### src/rtl/pipelined_segmented_adder_pkg.sv
// Shared definitions for pipelined_segmented_adder.
//   - default widths
//   - ceil_div / num_stages / last_seg_width derivations
//   - params_ok legality check used at elaboration time
// Optional feature macro: PIPELINED_ADDER_SIGN_EXT_EN (see pipelined_segmented_adder.sv).
package pipelined_segmented_adder_pkg;

    localparam int unsigned DEF_A_WIDTH   = 63;
    localparam int unsigned DEF_B_WIDTH   = 59;
    localparam int unsigned DEF_SEG_WIDTH = 16;

    // Guarded against a zero divisor so an illegal SEG_WIDTH reaches the
    // legality check instead of dying in a division.
    function automatic int unsigned ceil_div(input int unsigned num, input int unsigned den);
        if (den == 0) return 1;
        return (num + den - 1) / den;
    endfunction

    function automatic int unsigned num_stages(input int unsigned a_w, input int unsigned seg_w);
        return ceil_div(a_w, seg_w);
    endfunction

    function automatic int unsigned last_seg_width(input int unsigned a_w, input int unsigned seg_w);
        return a_w - (num_stages(a_w, seg_w) - 1) * seg_w;
    endfunction

    function automatic bit params_ok(input int unsigned a_w, input int unsigned b_w,
                                     input int unsigned seg_w);
        return (b_w >= 1) && (b_w <= a_w) && (seg_w >= 1) && (seg_w <= a_w);
    endfunction

endpackage

### src/rtl/pipelined_segmented_adder_if.sv
// Operand/result handshake bundle for pipelined_segmented_adder.
//   in_valid/in_ready/A/B/cin : operand transfer (producer -> adder)
//   out_valid/out_ready/Sum   : result transfer (adder -> consumer)
// master = producer/consumer side, slave = adder side.
interface pipelined_segmented_adder_if #(
    parameter int unsigned A_WIDTH = pipelined_segmented_adder_pkg::DEF_A_WIDTH,
    parameter int unsigned B_WIDTH = pipelined_segmented_adder_pkg::DEF_B_WIDTH
);
    logic               in_valid;
    logic               in_ready;
    logic [A_WIDTH-1:0] A;
    logic [B_WIDTH-1:0] B;
    logic               cin;
    logic               out_valid;
    logic               out_ready;
    logic [A_WIDTH:0]   Sum;

    modport master (
        output in_valid, A, B, cin, out_ready,
        input  in_ready, out_valid, Sum
    );

    modport slave (
        input  in_valid, A, B, cin, out_ready,
        output in_ready, out_valid, Sum
    );
endinterface

### src/rtl/pipelined_segmented_adder_segment_stage.sv
// One carry-chain segment of pipelined_segmented_adder.
//   clk, rst     : clock, synchronous active-high reset
//   en           : global advance; all registers hold when low
//   in_valid     : valid bit travelling with this segment's operands
//   a, b, cin    : segment operands and incoming carry
//   sum, cout    : registered segment sum and carry-out
//   out_valid    : registered valid bit
module adder_segment_stage #(
    parameter int unsigned SEG_W = 16
) (
    input  logic             clk,
    input  logic             rst,
    input  logic             en,
    input  logic             in_valid,
    input  logic [SEG_W-1:0] a,
    input  logic [SEG_W-1:0] b,
    input  logic             cin,
    output logic [SEG_W-1:0] sum,
    output logic             cout,
    output logic             out_valid
);
    always_ff @(posedge clk) begin
        if (rst) begin
            sum       <= '0;
            cout      <= 1'b0;
            out_valid <= 1'b0;
        end else if (en) begin
            {cout, sum} <= {1'b0, a} + {1'b0, b} + (SEG_W + 1)'(cin);
            out_valid   <= in_valid;
        end
    end
endmodule

### src/rtl/pipelined_segmented_adder.sv
// Pipelined A_WIDTH + B_WIDTH adder, one SEG_WIDTH-bit carry segment per stage.
//   clk, rst : clock, synchronous active-high reset
//   bus      : pipelined_segmented_adder_if.slave
//              in_valid/in_ready/A/B/cin in, out_valid/out_ready/Sum out
// Sum = A + ext(B) + cin, (A_WIDTH+1) bits, latency NUM_STAGES without stalls.
// Optional macro PIPELINED_ADDER_SIGN_EXT_EN: B sign-extended, A signed, Sum MSB
// is the sign of the signed result rather than the raw carry-out.
module pipelined_segmented_adder
    import pipelined_segmented_adder_pkg::*;
#(
    parameter int unsigned A_WIDTH   = DEF_A_WIDTH,
    parameter int unsigned B_WIDTH   = DEF_B_WIDTH,
    parameter int unsigned SEG_WIDTH = DEF_SEG_WIDTH
) (
    input  logic                        clk,
    input  logic                        rst,
    pipelined_segmented_adder_if.slave  bus
);
    localparam int unsigned NUM_STAGES = num_stages(A_WIDTH, SEG_WIDTH);
    localparam int unsigned LAST_W     = last_seg_width(A_WIDTH, SEG_WIDTH);
    localparam int unsigned LAST_LO    = (NUM_STAGES - 1) * SEG_WIDTH;

    if (!params_ok(A_WIDTH, B_WIDTH, SEG_WIDTH)) begin : g_bad_params
        $error("pipelined_segmented_adder: illegal A_WIDTH/B_WIDTH/SEG_WIDTH");
    end

    logic                 advance;
    logic [A_WIDTH-1:0]   ext_a;
    logic [A_WIDTH-1:0]   ext_b;

    // Per-stage views: op_* are the operand words presented to stage k,
    // lo_in the already-finished lower sum bits presented alongside them.
    logic [A_WIDTH-1:0]   op_a  [NUM_STAGES];
    logic [A_WIDTH-1:0]   op_b  [NUM_STAGES];
    logic [A_WIDTH-1:0]   lo_in [NUM_STAGES];
    logic                 c_in  [NUM_STAGES];
    logic                 v_in  [NUM_STAGES];

    // Skew/deskew registers, captured alongside each stage's own registers.
    logic [A_WIDTH-1:0]   a_q   [NUM_STAGES];
    logic [A_WIDTH-1:0]   b_q   [NUM_STAGES];
    logic [A_WIDTH-1:0]   lo_q  [NUM_STAGES];

    logic [SEG_WIDTH-1:0] seg_sum [NUM_STAGES];
    logic                 carry   [NUM_STAGES];
    logic                 vld     [NUM_STAGES];

    logic [A_WIDTH-1:0]   sum_body;
    logic                 sum_msb;

    assign ext_a = bus.A;
`ifdef PIPELINED_ADDER_SIGN_EXT_EN
    assign ext_b = A_WIDTH'(signed'(bus.B));
`else
    assign ext_b = A_WIDTH'(bus.B);
`endif

    assign advance      = !vld[NUM_STAGES-1] || bus.out_ready;
    assign bus.in_ready = advance;

    always_comb begin
        op_a[0]  = ext_a;
        op_b[0]  = ext_b;
        lo_in[0] = '0;
        c_in[0]  = bus.cin;
        v_in[0]  = bus.in_valid;
        for (int unsigned k = 1; k < NUM_STAGES; k++) begin
            op_a[k]  = a_q[k-1];
            op_b[k]  = b_q[k-1];
            lo_in[k] = lo_q[k-1] | (A_WIDTH'(seg_sum[k-1]) << ((k - 1) * SEG_WIDTH));
            c_in[k]  = carry[k-1];
            v_in[k]  = vld[k-1];
        end
    end

    always_ff @(posedge clk) begin
        if (rst) begin
            for (int unsigned k = 0; k < NUM_STAGES; k++) begin
                a_q[k]  <= '0;
                b_q[k]  <= '0;
                lo_q[k] <= '0;
            end
        end else if (advance) begin
            for (int unsigned k = 0; k < NUM_STAGES; k++) begin
                a_q[k]  <= op_a[k];
                b_q[k]  <= op_b[k];
                lo_q[k] <= lo_in[k];
            end
        end
    end

    for (genvar k = 0; k < NUM_STAGES; k++) begin : g_stage
        localparam int unsigned W  = (k == NUM_STAGES - 1) ? LAST_W : SEG_WIDTH;
        localparam int unsigned LO = k * SEG_WIDTH;
        logic [W-1:0] s;

        adder_segment_stage #(.SEG_W(W)) u_seg (
            .clk       (clk),
            .rst       (rst),
            .en        (advance),
            .in_valid  (v_in[k]),
            .a         (op_a[k][LO +: W]),
            .b         (op_b[k][LO +: W]),
            .cin       (c_in[k]),
            .sum       (s),
            .cout      (carry[k]),
            .out_valid (vld[k])
        );

        assign seg_sum[k] = SEG_WIDTH'(s);
    end

    assign sum_body = lo_q[NUM_STAGES-1] | (A_WIDTH'(seg_sum[NUM_STAGES-1]) << LAST_LO);

`ifdef PIPELINED_ADDER_SIGN_EXT_EN
    // Sign of the (A_WIDTH+1)-bit signed sum: the operand MSBs travel in the
    // last skew registers, so it is their xor with the final carry.
    assign sum_msb = a_q[NUM_STAGES-1][A_WIDTH-1] ^ b_q[NUM_STAGES-1][A_WIDTH-1]
                   ^ carry[NUM_STAGES-1];
`else
    assign sum_msb = carry[NUM_STAGES-1];
`endif

    assign bus.Sum       = {sum_msb, sum_body};
    assign bus.out_valid = vld[NUM_STAGES-1];
endmodule
### src/flat_wrapper.sv
// flat-port wrapper written by rule: the top's interface ports become plain ports
module pipelined_segmented_adder_flat import pipelined_segmented_adder_pkg::*;
#(
    parameter int unsigned A_WIDTH   = DEF_A_WIDTH,
    parameter int unsigned B_WIDTH   = DEF_B_WIDTH,
    parameter int unsigned SEG_WIDTH = DEF_SEG_WIDTH
)
  (clk, rst, bus_in_valid, bus_A, bus_B, bus_cin, bus_out_ready, bus_in_ready, bus_out_valid, bus_Sum);
  pipelined_segmented_adder_if #(.A_WIDTH(A_WIDTH), .B_WIDTH(B_WIDTH)) bus_i ();
  input  logic clk;
  input  logic rst;
  input wire logic [$bits(bus_i.in_valid)-1:0] bus_in_valid;
  input wire logic [$bits(bus_i.A)-1:0] bus_A;
  input wire logic [$bits(bus_i.B)-1:0] bus_B;
  input wire logic [$bits(bus_i.cin)-1:0] bus_cin;
  input wire logic [$bits(bus_i.out_ready)-1:0] bus_out_ready;
  output wire logic [$bits(bus_i.in_ready)-1:0] bus_in_ready;
  output wire logic [$bits(bus_i.out_valid)-1:0] bus_out_valid;
  output wire logic [$bits(bus_i.Sum)-1:0] bus_Sum;
  assign bus_i.in_valid = bus_in_valid;
  assign bus_i.A = bus_A;
  assign bus_i.B = bus_B;
  assign bus_i.cin = bus_cin;
  assign bus_i.out_ready = bus_out_ready;
  assign bus_in_ready = bus_i.in_ready;
  assign bus_out_valid = bus_i.out_valid;
  assign bus_Sum = bus_i.Sum;
  pipelined_segmented_adder #(.A_WIDTH(A_WIDTH), .B_WIDTH(B_WIDTH), .SEG_WIDTH(SEG_WIDTH)) u_core (.clk(clk), .rst(rst), .bus(bus_i));
endmodule
### config.mk
export PLATFORM = sky130hd
export DESIGN_NAME = pipelined_segmented_adder_flat
export DESIGN_NICKNAME = d
export VERILOG_FILES = /design/src/rtl/pipelined_segmented_adder_pkg.sv /design/src/rtl/pipelined_segmented_adder_if.sv /design/src/rtl/pipelined_segmented_adder_segment_stage.sv /design/src/rtl/pipelined_segmented_adder.sv /design/src/flat_wrapper.sv
export SDC_FILE = /design/constraint.sdc
export NUM_CORES = 1
export LEC_CHECK = 0
export ABC_AREA = 1
export ABC_CLOCK_PERIOD_IN_PS = 9000
export BUFFER_PORTS_ARGS = -buffer_cell sky130_fd_sc_hd__clkbuf_2
export CORE_MARGIN = 4
export CORE_UTILIZATION = 45
export CTS_BUF_LIST = sky130_fd_sc_hd__clkbuf_4 sky130_fd_sc_hd__clkbuf_8
export DETAILED_ROUTE_END_ITERATION = 12
export PLACE_DENSITY = 0.75
export SLEW_MARGIN = 20
export SYNTH_ARGS = -nofsm -noshare
export SYNTH_HDL_FRONTEND = slang
export SYNTH_HIERARCHICAL = 1
export SYNTH_SLANG_ARGS = --single-unit
### constraint.sdc
create_clock -name clk -period 9 [get_ports clk]
set_input_delay 0.9 -clock clk [delete_from_list [all_inputs] [get_ports clk]]
set_output_delay 0.9 -clock clk [all_outputs]
set_load 0.01 [all_outputs]
[After elaboration in Yosys (flattened, before gate mapping)]
Memories as Yosys holds them, arrays and structs flattened.
Index checks and enable logic that the tools add are counted.
Storage, ports and cells
  register bits after elaboration: 71
  bits in latches: 0
  bits in writable memories: 756
  ROM bits: 0
  input bits: 127
  output and inout bits: 66
  memories: 3
Memory list
  u_core.a_q: depth 4, bits a word 63, rd ports 3, clocked after Yosys merged registers in 0, wr ports 4, line pipelined_segmented_adder.sv:40  | logic [A_WIDTH-1:0] a_q [NUM_STAGES];
  u_core.b_q: depth 4, bits a word 63, rd ports 3, clocked after Yosys merged registers in 0, wr ports 4, line pipelined_segmented_adder.sv:41  | logic [A_WIDTH-1:0] b_q [NUM_STAGES];
  u_core.lo_q: depth 4, bits a word 63, rd ports 4, clocked after Yosys merged registers in 0, wr ports 4, line pipelined_segmented_adder.sv:42  | logic [A_WIDTH-1:0] lo_q [NUM_STAGES];
Operators by class
  $add $sub $neg: 8
  $mul: 0
  divide/modulo/power cells: 0
  $lt $le $gt $ge: 0
  equal/unequal tests: 0
  shift-type cells: 0
  muxes and demuxes: 17
  bitwise gates (word level): 16
  reductions and logical operators: 2
Operators with widths (number)
  63-bit two-way mux: 12
  63-bit by 16-bit bitwise OR with 63-bit output: 1
  63-bit by 32-bit bitwise OR with 63-bit output: 1
  63-bit by 48-bit bitwise OR with 63-bit output: 1
  63-bit bitwise OR: 1
  16-bit by 16-bit adder with 17-bit output: 3
  17-bit by 1-bit adder with 17-bit output: 3
  15-bit by 15-bit adder with 16-bit output: 1
  16-bit by 1-bit adder with 16-bit output: 1
  1-bit bitwise OR: 12
  1-bit two-way mux: 5
  1-bit logical NOT: 1
  1-bit logical OR: 1

[Logic depth before layout (Yosys ltp)]
  word-level depth: 6
  gate-level depth with buffers: 12
  gate-level depth less buffers: 12

[Hierarchy]
The synthesis kept the hierarchy.
Modules (own cells, without submodules)
  pipelined_segmented_adder: instances 1, cells each 846, area an instance 10451.3 um^2
  adder_segment_stage (u_core.g_stage[0].u_seg ...): instances 3, cells each 276, area an instance 1672.9 um^2
  adder_segment_stage (u_core.g_stage[3].u_seg): instances 1, cells each 272, area an instance 1594.0 um^2

[Least setup slack after synthesis]
OpenSTA, ideal clock, no wires.
  path type: input to register
  start point: input port rst
  end point: memory u_core/a_q[0][100] (netlist name), enable pin
  setup time: 2718 ps
  arrival time: 6920 ps
  required time: 6282 ps
  slack: -638 ps
  cell stages on the path: 2
  buffers on the path: 0
  path through: inv_2 nand3_1
RTL lines
  from (decl): line flat_wrapper.sv:11  | input logic rst;
  to (decl): line pipelined_segmented_adder.sv:40

==> impl_metrics.ini <==
[yosys]
yosysWarnings = 6
synth-main-ff-cell = edfxtp_1
ys_ff_latch = 341
synth_edf_count = 270
synth_area_leaders = edfxtp_1 48%, inv_1 11%, nor2_1 9.2%, dfxtp_1 8.3%, nand2_1 6.8%
ys_top_cells_by_count = 483 x inv_1, 420 x nor2_1, 311 x nand2_1
synthCells = 1946
syn_area_per_cell_um2 = 8.77
synth_top_area_share_pct = 47.5
synth_cell_types = 36
synth_area_um2 = 17100
synth_top_area_cell = edfxtp_1
ys_seq_area_share_pct = 55.8
async_flop_share_pct = 0
synth_most_common_cell = inv_1

[timing]
fin_crit_sh_pct = 35.6
fin_hold_ws_ps = 485
slew_headroom_pct = 29.1
tns_ps = 0
clock_skew_ps = 18.1
setup_violations = 0
worst_slew_pin_slew_ps = 1060
rsz0062_at_grt = no
min_period_ps = 3200
worst_slack_ps = 5800
maxClockFrequency_mhz = 312
maxSlewViolCount = 0
final_hold_viol_count = 0

[routing]
drc = 0
dr.pass1.iters = 5
wire_per_inst_um = 12.1
num_vias = 11996
routed_wl_um = 32900
ant_nets = 0
via_per_inst = 4.42
dr.first_iter.drc_count = 583

[floorplanning]
initial_utilization_pct = 45.4
fp.dieW_um = 203
die-area_um2 = 41100
rows = 71
io_pins = 193
coreArea_um2 = 37600
die_h_um = 203

[power]
p_sw_share_pct = 23.7
p_int_mw = 2.76
share_comb_of_total_power_pct = 10.5
leakagePower_nw = 10.2
powerDensity_nw_per_um2 = 185
vdd_ir_drop_max_mv = 0.131
power.switching_uw = 858
power_frac_seq_pct = 50.8
power.share.clock_pct = 38.7
total_power_mw = 3.62

[clock_network]
cts_buffers = 56
clockBufferDepth = 3
cts_num_sinks = 341
cts_setup_buffers = 0
postCtsResizedCells = 0
cts_hold_buf = 0
clk_latency_ps = 620
root_buffer = clkbuf_8
htreeDepth = 2
cts_tree = done
clkTransAtPathRegs_ps = 50

[placement]
hpwl_um = 23200
gp_congestion = 0.876
io_buffers = 192
post-place-ws_ps = 5160

[job]
cap_violations = 0

[final_layout]
n_antenna_cell = 0
layout.nets = 2352
synthToLayoutAreaGrowth_pct = 14.6
drive_above_1_share_pct = 17.0

[critical_path]
worstPathMaxFanout = 199
worstPathArrival_ps = 3410
critPathLaunchType = input pin
ff2ff_setup_slack_ps = 5890
crit_required_ps = 9210
timing.rr.start = u_core/g_stage[3].u_seg/out_valid
r2r_cells = 5
path_class = input pin to register
end_kind = register
r2r-end = u_core/lo_q[1][5]

[grt]
grt_use_total_pct = 16.1
antenna_found_initial = 0
grt_pass1_vias = 11769
grt_first_pass_wirelength_um = 55000
grt_remaining_overflow = 0
grt_max_degree = 200

[worst_hold_path]
hp-class = register to register
whs_path_depth = 2
hold_end = u_core/g_stage[3].u_seg/sum[6]
hp-start = u_core/g_stage[3].u_seg/sum[6]

[status]
status = finished clean
## per-layer routing
metal	GRT usage (%)	part of all wire, %	wire length [um]
met5	0	0	0
met4	6.77	3.3	1100
met3	2.57	3.8	1270
met2	27.2	47	15600
met1	20.8	45	15000
## area by class of cell
cell class	count	area, um^2
Sequential cell	341	9530
Clock inverter	17	151
Inverter	499	1870
Tap cell	511	639
Multi-Input combinational cell	1063	5290
Clock buffer	88	1040
Timing Repair Buffer	197	1020
Fill cell	3500	18000
## metrics by stage
| stage | utilization (%) | area, um^2 | instances |
|---|---|---|---|
| 3_3_place_gp | 48.8 | 18300 | 2610 |
| 3_5_place_dp | 48.8 | 18300 | 2610 |
| 4_1_cts | 52.0 | 19500 | 2715 |
| 5_1_grt | 52.0 | 19600 | 2716 |
| 2_1_floorplan | - | 17100 | 1949 |
| 6_report | 52.0 | 19600 | 2716 |
## critical path, stage by stage
cell	delay, ps
clkbuf_2	80
buf_4	490
inv_2	180
nand3_4	730
buf_12	760
## cells in the final DEF (no fill, tap or decap), drive strengths merged
| cell type | netlist | layout |
|---|---|---|
| clkbuf | 7 | 280 |
| fa | 8 | 8 |
| dfxtp | 71 | 71 |
| conb | 1 | 4 |
| buf | 35 | 5 |
| clkinvlp | 0 | 2 |
| inv | 499 | 499 |
| a21oi | 36 | 36 |
| clkinv | 0 | 12 |
| or2 | 7 | 7 |
| nand3b | 6 | 6 |
| nand2 | 344 | 344 |
| o21ai | 30 | 30 |
| nor2 | 429 | 429 |
| o211ai | 10 | 10 |
| bufinv | 0 | 3 |
| nor4 | 1 | 1 |
| nand3 | 86 | 86 |
| ha | 59 | 59 |
| o31ai | 3 | 3 |
| nand4 | 6 | 6 |
| xor2 | 9 | 9 |
| edfxtp | 270 | 270 |
| xnor2 | 8 | 8 |
| and2 | 3 | 3 |
| nor3 | 14 | 14 |
## state kept, by name (all words and copies together) (netlist names)
| signal | flops |
|---|---|
| u_core/b_q | 81 |
| u_core/a_q | 93 |
| u_core/g_stage.u_seg/cout | 4 |
| u_core/lo_q | 96 |
| u_core/g_stage.u_seg/sum | 63 |
| u_core/g_stage.u_seg/out_valid | 4 |
## worst max path at each step
stage                                            startpoint  cells past startpoint                  to  slack (ps)
final                                                   rst                      5  u_core/a_q[0][110]        5800
after floorplan                                         rst                      2  u_core/a_q[0][100]        2830
after detailed placement                      bus_out_ready                      6   u_core/lo_q[2][3]        5160
after global placement                        bus_out_ready                      6   u_core/lo_q[3][7]        5260
after global routing      u_core/g_stage[3].u_seg/out_valid                      5   u_core/lo_q[2][3]        5560
after CTS                 u_core/g_stage[3].u_seg/out_valid                      4   u_core/lo_q[2][3]        5730
## power groups by stage
stage          clock, mW  combinational (mW)  sequential [mW]
6_report            1.40               0.380             1.84
2_1_floorplan          0               0.269             1.87
3_3_place_gp           0               0.371             1.87
4_1_cts             1.45               0.382             1.84
5_1_grt             1.52               0.440             1.85
3_5_place_dp           0               0.379             1.87
## logic make-up after synthesis
logic type | after synthesis | synth area share, %
buffers and inverters | 545 | 13.4
other | 1 | 0.0220
xor gates and xnor gates | 17 | 0.873
and+or+nand+nor | 896 | 22.1
adders and majority gates | 67 | 5.26
DFF | 341 | 55.8
AOI/OAI and AO/OA | 79 | 2.57
(Power assumes the default switching activity.)
